### src/rtl/chnl_tx_pkg.sv
// Shared CHNL package: FSM state codes for the rx/tx channel engines.
// Also holds a helper computing beats per transaction.
package chnl_tx_pkg;

    localparam logic [1:0] S_IDLE = 2'd0;
    localparam logic [1:0] S_REQ  = 2'd1;
    localparam logic [1:0] S_SEND = 2'd2;

    localparam logic [1:0] S_RX_IDLE = 2'd0;
    localparam logic [1:0] S_RX_RECV = 2'd1;

    function automatic int unsigned beats_per_txn(
        input int unsigned len,
        input int unsigned width
    );
        return len / (width / 32);
    endfunction

endpackage

### src/rtl/chnl_tx_if.sv
// Valid/ready input stream into chnl_tx.
// Ports: i_val/i_data from the source, i_rdy back to it.
interface chnl_tx_if #(
    parameter int W = 32
) ();
    logic         i_val;
    logic         i_rdy;
    logic [W-1:0] i_data;

    modport master (output i_val, output i_data, input  i_rdy);
    modport slave  (input  i_val, input  i_data, output i_rdy);
endinterface

### src/rtl/chnl_tx_buffer.sv
// One-entry pipeline buffer with full-throughput pass-through.
// Ports: clk/rst, i_val/i_rdy/i_data in, o_val/o_rdy/o_data out.
module chnl_tx_buffer #(
    parameter int WIDTH = 32
) (
    input  logic             clk,
    input  logic             rst,
    input  logic             i_val,
    output logic             i_rdy,
    input  logic [WIDTH-1:0] i_data,
    output logic             o_val,
    input  logic             o_rdy,
    output logic [WIDTH-1:0] o_data
);
    logic full;

    assign i_rdy = !full || o_rdy;
    assign o_val = full;

    always_ff @(posedge clk or posedge rst) begin
        if (rst) begin
            full   <= 1'b0;
            o_data <= '0;
        end else if (i_val && i_rdy) begin
            full   <= 1'b1;
            o_data <= i_data;
        end else if (o_rdy) begin
            full   <= 1'b0;
        end
    end

endmodule

### src/rtl/chnl_tx_repacker.sv
// Width repacker: IN slices of W bits in, OUT slices out, lowest first.
// Ports: clk/rst, i_val/i_rdy/i_data in, o_val/o_rdy/o_data out.
module chnl_tx_repacker #(
    parameter int IN  = 1,
    parameter int OUT = 1,
    parameter int W   = 32
) (
    input  logic              clk,
    input  logic              rst,
    input  logic              i_val,
    output logic              i_rdy,
    input  logic [IN*W-1:0]   i_data,
    output logic              o_val,
    input  logic              o_rdy,
    output logic [OUT*W-1:0]  o_data
);
    localparam int CAP = IN + OUT;
    localparam int CW  = $clog2(CAP + 1);

    logic [CAP*W-1:0] sr, sr_nxt;
    logic [CW-1:0]    cnt, cnt_nxt;
    logic             pop, push;

    // i_rdy depends on fill level only, so no path from o_rdy.
    assign i_rdy  = (cnt <= CW'(OUT));
    assign o_val  = (cnt >= CW'(OUT));
    assign o_data = sr[OUT*W-1:0];
    assign pop    = o_val & o_rdy;
    assign push   = i_val & i_rdy;

    always_comb begin
        sr_nxt  = sr;
        cnt_nxt = cnt;
        if (pop) begin
            sr_nxt  = sr >> (OUT * W);
            cnt_nxt = cnt - CW'(OUT);
        end
        if (push) begin
            for (int i = 0; i < CAP; i++) begin
                if (i >= int'(cnt_nxt) && i < int'(cnt_nxt) + IN) begin
                    sr_nxt[i*W +: W] = i_data[(i - int'(cnt_nxt))*W +: W];
                end
            end
            cnt_nxt = cnt_nxt + CW'(IN);
        end
    end

    always_ff @(posedge clk or posedge rst) begin
        if (rst) begin
            sr  <= '0;
            cnt <= '0;
        end else begin
            sr  <= sr_nxt;
            cnt <= cnt_nxt;
        end
    end

endmodule

### src/rtl/chnl_tx.sv
// Riffa CHNL transmitter: repacks a word stream into fixed-length TX txns.
// Ports: clk/rst, in_if stream, CHNL_TX_* host channel signals.
module chnl_tx
    import chnl_tx_pkg::*;
#(
    parameter int C_PCI_DATA_WIDTH = 32,
    parameter int TX_WIDTH         = 32,
    parameter int GCD              = 32,
    parameter int TX_LEN           = 1024
) (
    input  logic                        clk,
    input  logic                        rst,
    chnl_tx_if.slave                    in_if,
    output logic                        CHNL_TX_CLK,
    output logic                        CHNL_TX,
    input  logic                        CHNL_TX_ACK,
    output logic                        CHNL_TX_LAST,
    output logic [31:0]                 CHNL_TX_LEN,
    output logic [30:0]                 CHNL_TX_OFF,
    output logic [C_PCI_DATA_WIDTH-1:0] CHNL_TX_DATA,
    output logic                        CHNL_TX_DATA_VALID,
    input  logic                        CHNL_TX_DATA_REN
);
    localparam int IN  = TX_WIDTH / GCD;
    localparam int OUT = C_PCI_DATA_WIDTH / GCD;
    localparam logic [31:0] BEATS =
        32'(beats_per_txn(TX_LEN, C_PCI_DATA_WIDTH));

    logic                        rp_o_val, rp_o_rdy;
    logic [C_PCI_DATA_WIDTH-1:0] rp_o_data;
    logic                        bf_o_val, bf_o_rdy;
    logic [1:0]                  state;
    logic [31:0]                 cnt_left;
    logic                        in_send;

    chnl_tx_repacker #(
        .IN  (IN),
        .OUT (OUT),
        .W   (GCD)
    ) u_repack (
        .clk    (clk),
        .rst    (rst),
        .i_val  (in_if.i_val),
        .i_rdy  (in_if.i_rdy),
        .i_data (in_if.i_data),
        .o_val  (rp_o_val),
        .o_rdy  (rp_o_rdy),
        .o_data (rp_o_data)
    );

    chnl_tx_buffer #(
        .WIDTH (C_PCI_DATA_WIDTH)
    ) u_buf (
        .clk    (clk),
        .rst    (rst),
        .i_val  (rp_o_val),
        .i_rdy  (rp_o_rdy),
        .i_data (rp_o_data),
        .o_val  (bf_o_val),
        .o_rdy  (bf_o_rdy),
        .o_data (CHNL_TX_DATA)
    );

    assign CHNL_TX_CLK  = clk;
    assign CHNL_TX_LAST = 1'b1;
    assign CHNL_TX_LEN  = 32'(TX_LEN);
    assign CHNL_TX_OFF  = '0;

    // Beats are only ever exposed in S_SEND; the host's REN drives the
    // buffer's pop only there, so REN in other states has no effect.
    assign in_send            = (state == S_SEND);
    assign CHNL_TX            = (state == S_REQ) || in_send;
    assign CHNL_TX_DATA_VALID = in_send && bf_o_val;
    assign bf_o_rdy           = in_send && CHNL_TX_DATA_REN;

    always_ff @(posedge clk or posedge rst) begin
        if (rst) begin
            state    <= S_IDLE;
            cnt_left <= '0;
        end else begin
            unique case (state)
                S_IDLE: begin
                    if (bf_o_val) state <= S_REQ;
                end
                S_REQ: begin
                    if (CHNL_TX_ACK) begin
                        cnt_left <= BEATS;
                        state    <= S_SEND;
                    end
                end
                S_SEND: begin
                    if (CHNL_TX_DATA_VALID && CHNL_TX_DATA_REN) begin
                        cnt_left <= cnt_left - 32'd1;
                        if (cnt_left == 32'd1) state <= S_IDLE;
                    end
                end
                default: state <= S_IDLE;
            endcase
        end
    end

endmodule
### src/flat_wrapper.sv
// flat-port wrapper written by rule: the top's interface ports become plain ports
module chnl_tx_flat import chnl_tx_pkg::*;
#(
    parameter int C_PCI_DATA_WIDTH = 32,
    parameter int TX_WIDTH         = 32,
    parameter int GCD              = 32,
    parameter int TX_LEN           = 1024
)
  (clk, rst, CHNL_TX_CLK, CHNL_TX, CHNL_TX_ACK, CHNL_TX_LAST, CHNL_TX_LEN, CHNL_TX_OFF, CHNL_TX_DATA, CHNL_TX_DATA_VALID, CHNL_TX_DATA_REN, in_if_i_val, in_if_i_data, in_if_i_rdy);
  chnl_tx_if in_if_i ();
  input  logic clk;
  input  logic rst;
  output logic CHNL_TX_CLK;
  output logic CHNL_TX;
  input  logic CHNL_TX_ACK;
  output logic CHNL_TX_LAST;
  output logic [31:0] CHNL_TX_LEN;
  output logic [30:0] CHNL_TX_OFF;
  output logic [C_PCI_DATA_WIDTH-1:0] CHNL_TX_DATA;
  output logic CHNL_TX_DATA_VALID;
  input  logic CHNL_TX_DATA_REN;
  input wire logic [$bits(in_if_i.i_val)-1:0] in_if_i_val;
  input wire logic [$bits(in_if_i.i_data)-1:0] in_if_i_data;
  output wire logic [$bits(in_if_i.i_rdy)-1:0] in_if_i_rdy;
  assign in_if_i.i_val = in_if_i_val;
  assign in_if_i.i_data = in_if_i_data;
  assign in_if_i_rdy = in_if_i.i_rdy;
  chnl_tx #(.C_PCI_DATA_WIDTH(C_PCI_DATA_WIDTH), .TX_WIDTH(TX_WIDTH), .GCD(GCD), .TX_LEN(TX_LEN)) u_core (.clk(clk), .rst(rst), .in_if(in_if_i), .CHNL_TX_CLK(CHNL_TX_CLK), .CHNL_TX(CHNL_TX), .CHNL_TX_ACK(CHNL_TX_ACK), .CHNL_TX_LAST(CHNL_TX_LAST), .CHNL_TX_LEN(CHNL_TX_LEN), .CHNL_TX_OFF(CHNL_TX_OFF), .CHNL_TX_DATA(CHNL_TX_DATA), .CHNL_TX_DATA_VALID(CHNL_TX_DATA_VALID), .CHNL_TX_DATA_REN(CHNL_TX_DATA_REN));
endmodule
### config.mk
export PLATFORM = sky130hd
export DESIGN_NAME = chnl_tx_flat
export DESIGN_NICKNAME = d
export VERILOG_FILES = /design/src/rtl/chnl_tx_pkg.sv /design/src/rtl/chnl_tx_if.sv /design/src/rtl/chnl_tx_buffer.sv /design/src/rtl/chnl_tx_repacker.sv /design/src/rtl/chnl_tx.sv /design/src/flat_wrapper.sv
export SDC_FILE = /design/constraint.sdc
export NUM_CORES = 1
export LEC_CHECK = 0
export BUFFER_PORTS_ARGS = -buffer_cell sky130_fd_sc_hd__buf_2
export CAP_MARGIN = 10
export CORE_ASPECT_RATIO = 0.5
export CORE_MARGIN = 1.5
export CORE_UTILIZATION = 49
export DETAILED_ROUTE_END_ITERATION = 12
export PLACE_DENSITY = 0.78
export SYNTH_ARGS = -nofsm -noshare
export SYNTH_HDL_FRONTEND = slang
export SYNTH_SLANG_ARGS = --single-unit
### constraint.sdc
create_clock -name clk -period 3.6 [get_ports clk]
set_input_delay 0.36 -clock clk [delete_from_list [all_inputs] [get_ports clk]]
set_output_delay 0.36 -clock clk [all_outputs]
set_load 0.005 [all_outputs]
==> impl_metrics.ini <==
[setup_path]
crit_arrival_ps = 3240
start_kind = flop
crit_required_ps = 4030
path_max_fanout = 19
endpoint_kind = flop
r2r_slack_ps = 800
timing_worst_setup_path_type = flop to flop

[floorplanning]
die_w_microns = 164
num_io_pins = 137
die_y_microns = 83.4
dieArea_sq_um = 13700
core.rowCount = 29
start_util = 0.502
core_region_area_sq_um = 12600

[pwr]
p_per_area_nw_per_um2 = 828
switchingPower_mw = 2.23
p_clk_frac = 0.300
ir_worst_vdd_v = 0.000352
p_int_mw = 3.82
seqPwrFrac = 0.357
swShare = 0.369
leakage_nw = 3.53
share_comb_of_total_power = 0.342

[route]
via_per_inst = 5.28
ant_nets = 0
wl_per_cell_microns = 15.4
first_pass_iters = 4
first_iter_violations = 255
num_vias = 4202
drc_errors = 0
wl_mm = 12.3

[timing]
maxSlewViolCount = 0
maxSlewHeadroom = 0.376
min_period_ps = 2800
setup_viol = 0
grt_setup_unrepaired = false
max_freq_ghz = 0.357
timing.setup.tns_ps = 0
hold_viol = 0
worst_slew_pin_slew_ps = 927
skew_ps = 16.0
min_period_over_period = 0.779

[placed_design]
io_buffers = 72
routabilityCongestion = 0.773
dp_hpwl_mm = 7.67

[final_layout]
layout_common_cells = 133 x dfrtp_1, 72 x buf_2, 64 x conb_1, 34 x mux2_2
drive_gt1_frac = 0.267
n_antenna_cell = 0
seq_area_sq_um = 3330
fin_nets = 659
final_util = 0.579
synthToLayoutAreaGrowth_pct = 15.4
nFillCells = 1031
layout_commonest_cell = dfrtp_1
multiInputGateArea_sq_um = 2620

[synthesis]
ys_seq_elements = 133
syn-instance-count = 538
synth-edff-count = 0
yosys.area.top_type = dfrtp_1
synth_cell_types = 47
avgSynthCellArea_sq_um = 11.8
ys_async_sr_fraction = 1.00
seq_area_frac_synth = 0.525
synthFlopType = dfrtp_1
synth_area_sq_um = 6340
synth_top_area_share = 0.525
yosys_warnings = 0
synth_area_leaders = dfrtp_1 53%, buf_4 7.7%, mux2_2 6.0%, mux2i_1 5.2%, a22o_1 4.6%

[run_status]
status = finished clean

[global_route]
grt_start_max_net_pins = 134
grt_pass1_wl_mm = 20.9
grt_pass1_vias = 4116
track_usage = 0.199
grt_overflow_total = 0
antenna_found_initial = 0

[hold_path]
hp-class = primary input to asynchronous set/reset pin

[clocking]
clkSlewWorstSetupHoldPaths_ps = 60
clkLatencyLatePin_ps = 530
cts_resized = 0
cts_hold_buf = 0
cts_setup_buffers = 0
tritoncts = built

[job]
max-cap-violations = 0
==> kinds of logic after synthesis <==
kind of cell               after synthesis  synth area share
xor gates and xnor gates                20            0.0276
adders and majority gates                9            0.0178
buffers and inverters                  106             0.102
other                                    2           0.00119
DFF                                    133             0.525
muxes                                   67             0.113
AOI/OAI and AO/OA                      101             0.122
and+or+nand+nor                        100            0.0914
==> metrics by stage <==
step | setup WS (ps) | hold WS, ps | cells | total power [mW] | instance area (sq um)
finish | 797 | 45.4 | 796 | 6.05 | 7310
global route | 584 | 37.1 | 796 | 6.45 | 7310
floorplan | 679 | 441 | 600 | 3.74 | 6570
global placement | 982 | 443 | 761 | 4.18 | 6670
CTS | 808 | 36.0 | 796 | 6.09 | 7310
detailed placement | 852 | 443 | 761 | 4.25 | 6670
==> worst max-delay path: stages, from the launching register on <==
cell	delay (ps)
dfrtp_1	400
inv_1	90
ha_1	410
nand2_1	190
a21oi_4	270
xnor2_1	260
inv_1	80
ha_1	320
nor3b_2	230
buf_4	290
o2bb2ai_1	170
==> Yosys cell counts (2+ instances only) <==
library cell	count
a21oi_1	11
a22o_1	33
buf_1	3
buf_2	4
buf_4	65
clkbuf_1	20
conb_1	2
dfrtp_1	133
ha_1	9
inv_1	14
mux2_2	34
mux2i_1	33
nand2_1	17
nand2b_1	4
nand3_1	5
nor2_1	28
nor3_1	2
nor4_1	15
nor4_4	2
o21ai_0	16
o2bb2ai_1	32
o31ai_1	3
or3_1	9
or4_1	3
xnor2_1	14
xor2_1	6
==> registers in the layout, indices dropped and copies added (netlist names) <==
| register | flops |
|---|---|
| u_core.cnt_left | 32 |
| u_core.state | 2 |
| u_core.u_repack.sr | 64 |
| u_core.u_buf.o_data | 32 |
| u_core.u_buf.o_val | 1 |
| u_core.u_repack.cnt | 2 |
==> layer usage <==
layer	share of wire	global-route usage	up-vias
met5	0	0	-
met4	0.010	0.0669	0
met3	0.049	0.0734	11
met2	0.48	0.308	128
met1	0.46	0.258	2107
li1	-	-	1956
==> power by group through the flow <==
stage	registers [mW]	logic [mW]	clock network, mW
global placement	2.16	2.00	0.0121
CTS	2.16	2.08	1.85
floorplan	2.12	1.60	0.0180
detailed placement	2.18	2.06	0.0121
global route	2.21	2.30	1.93
finish	2.16	2.07	1.82
==> final cells by class <==
type,instances,area share
sequential,133,0.455
multi-input combinational,361,0.358
clock buffer,22,0.0697
timing repair buffer,82,0.0616
tap,170,0.0291
clock inverter,14,0.0188
inverter,14,0.00770
==> worst paths after layout <==
| kind | end | start | cells after the start |
|---|---|---|---|
| setup reg to reg | u_core.u_repack.sr[30]$_DFF_PP0_ | u_core.state[0]$_DFFE_PP0P_ | 10 |
| max in group asynchronous | u_core.u_repack.sr[51]$_DFF_PP0_ | rst | 3 |
| hold reg to reg | u_core.u_buf.o_data[19]$_DFFE_PP0P_ | u_core.u_buf.o_data[19]$_DFFE_PP0P_ | 1 |
| hold / removal | u_core.cnt_left[20]$_DFFE_PP0P_ | rst | 3 |
| setup / recovery | u_core.u_repack.sr[30]$_DFF_PP0_ | u_core.state[0]$_DFFE_PP0P_ | 10 |
| min in group clk | u_core.u_repack.sr[6]$_DFF_PP0_ | in_if_i_data[6] | 2 |
Power figures use the tool's default switching activity.
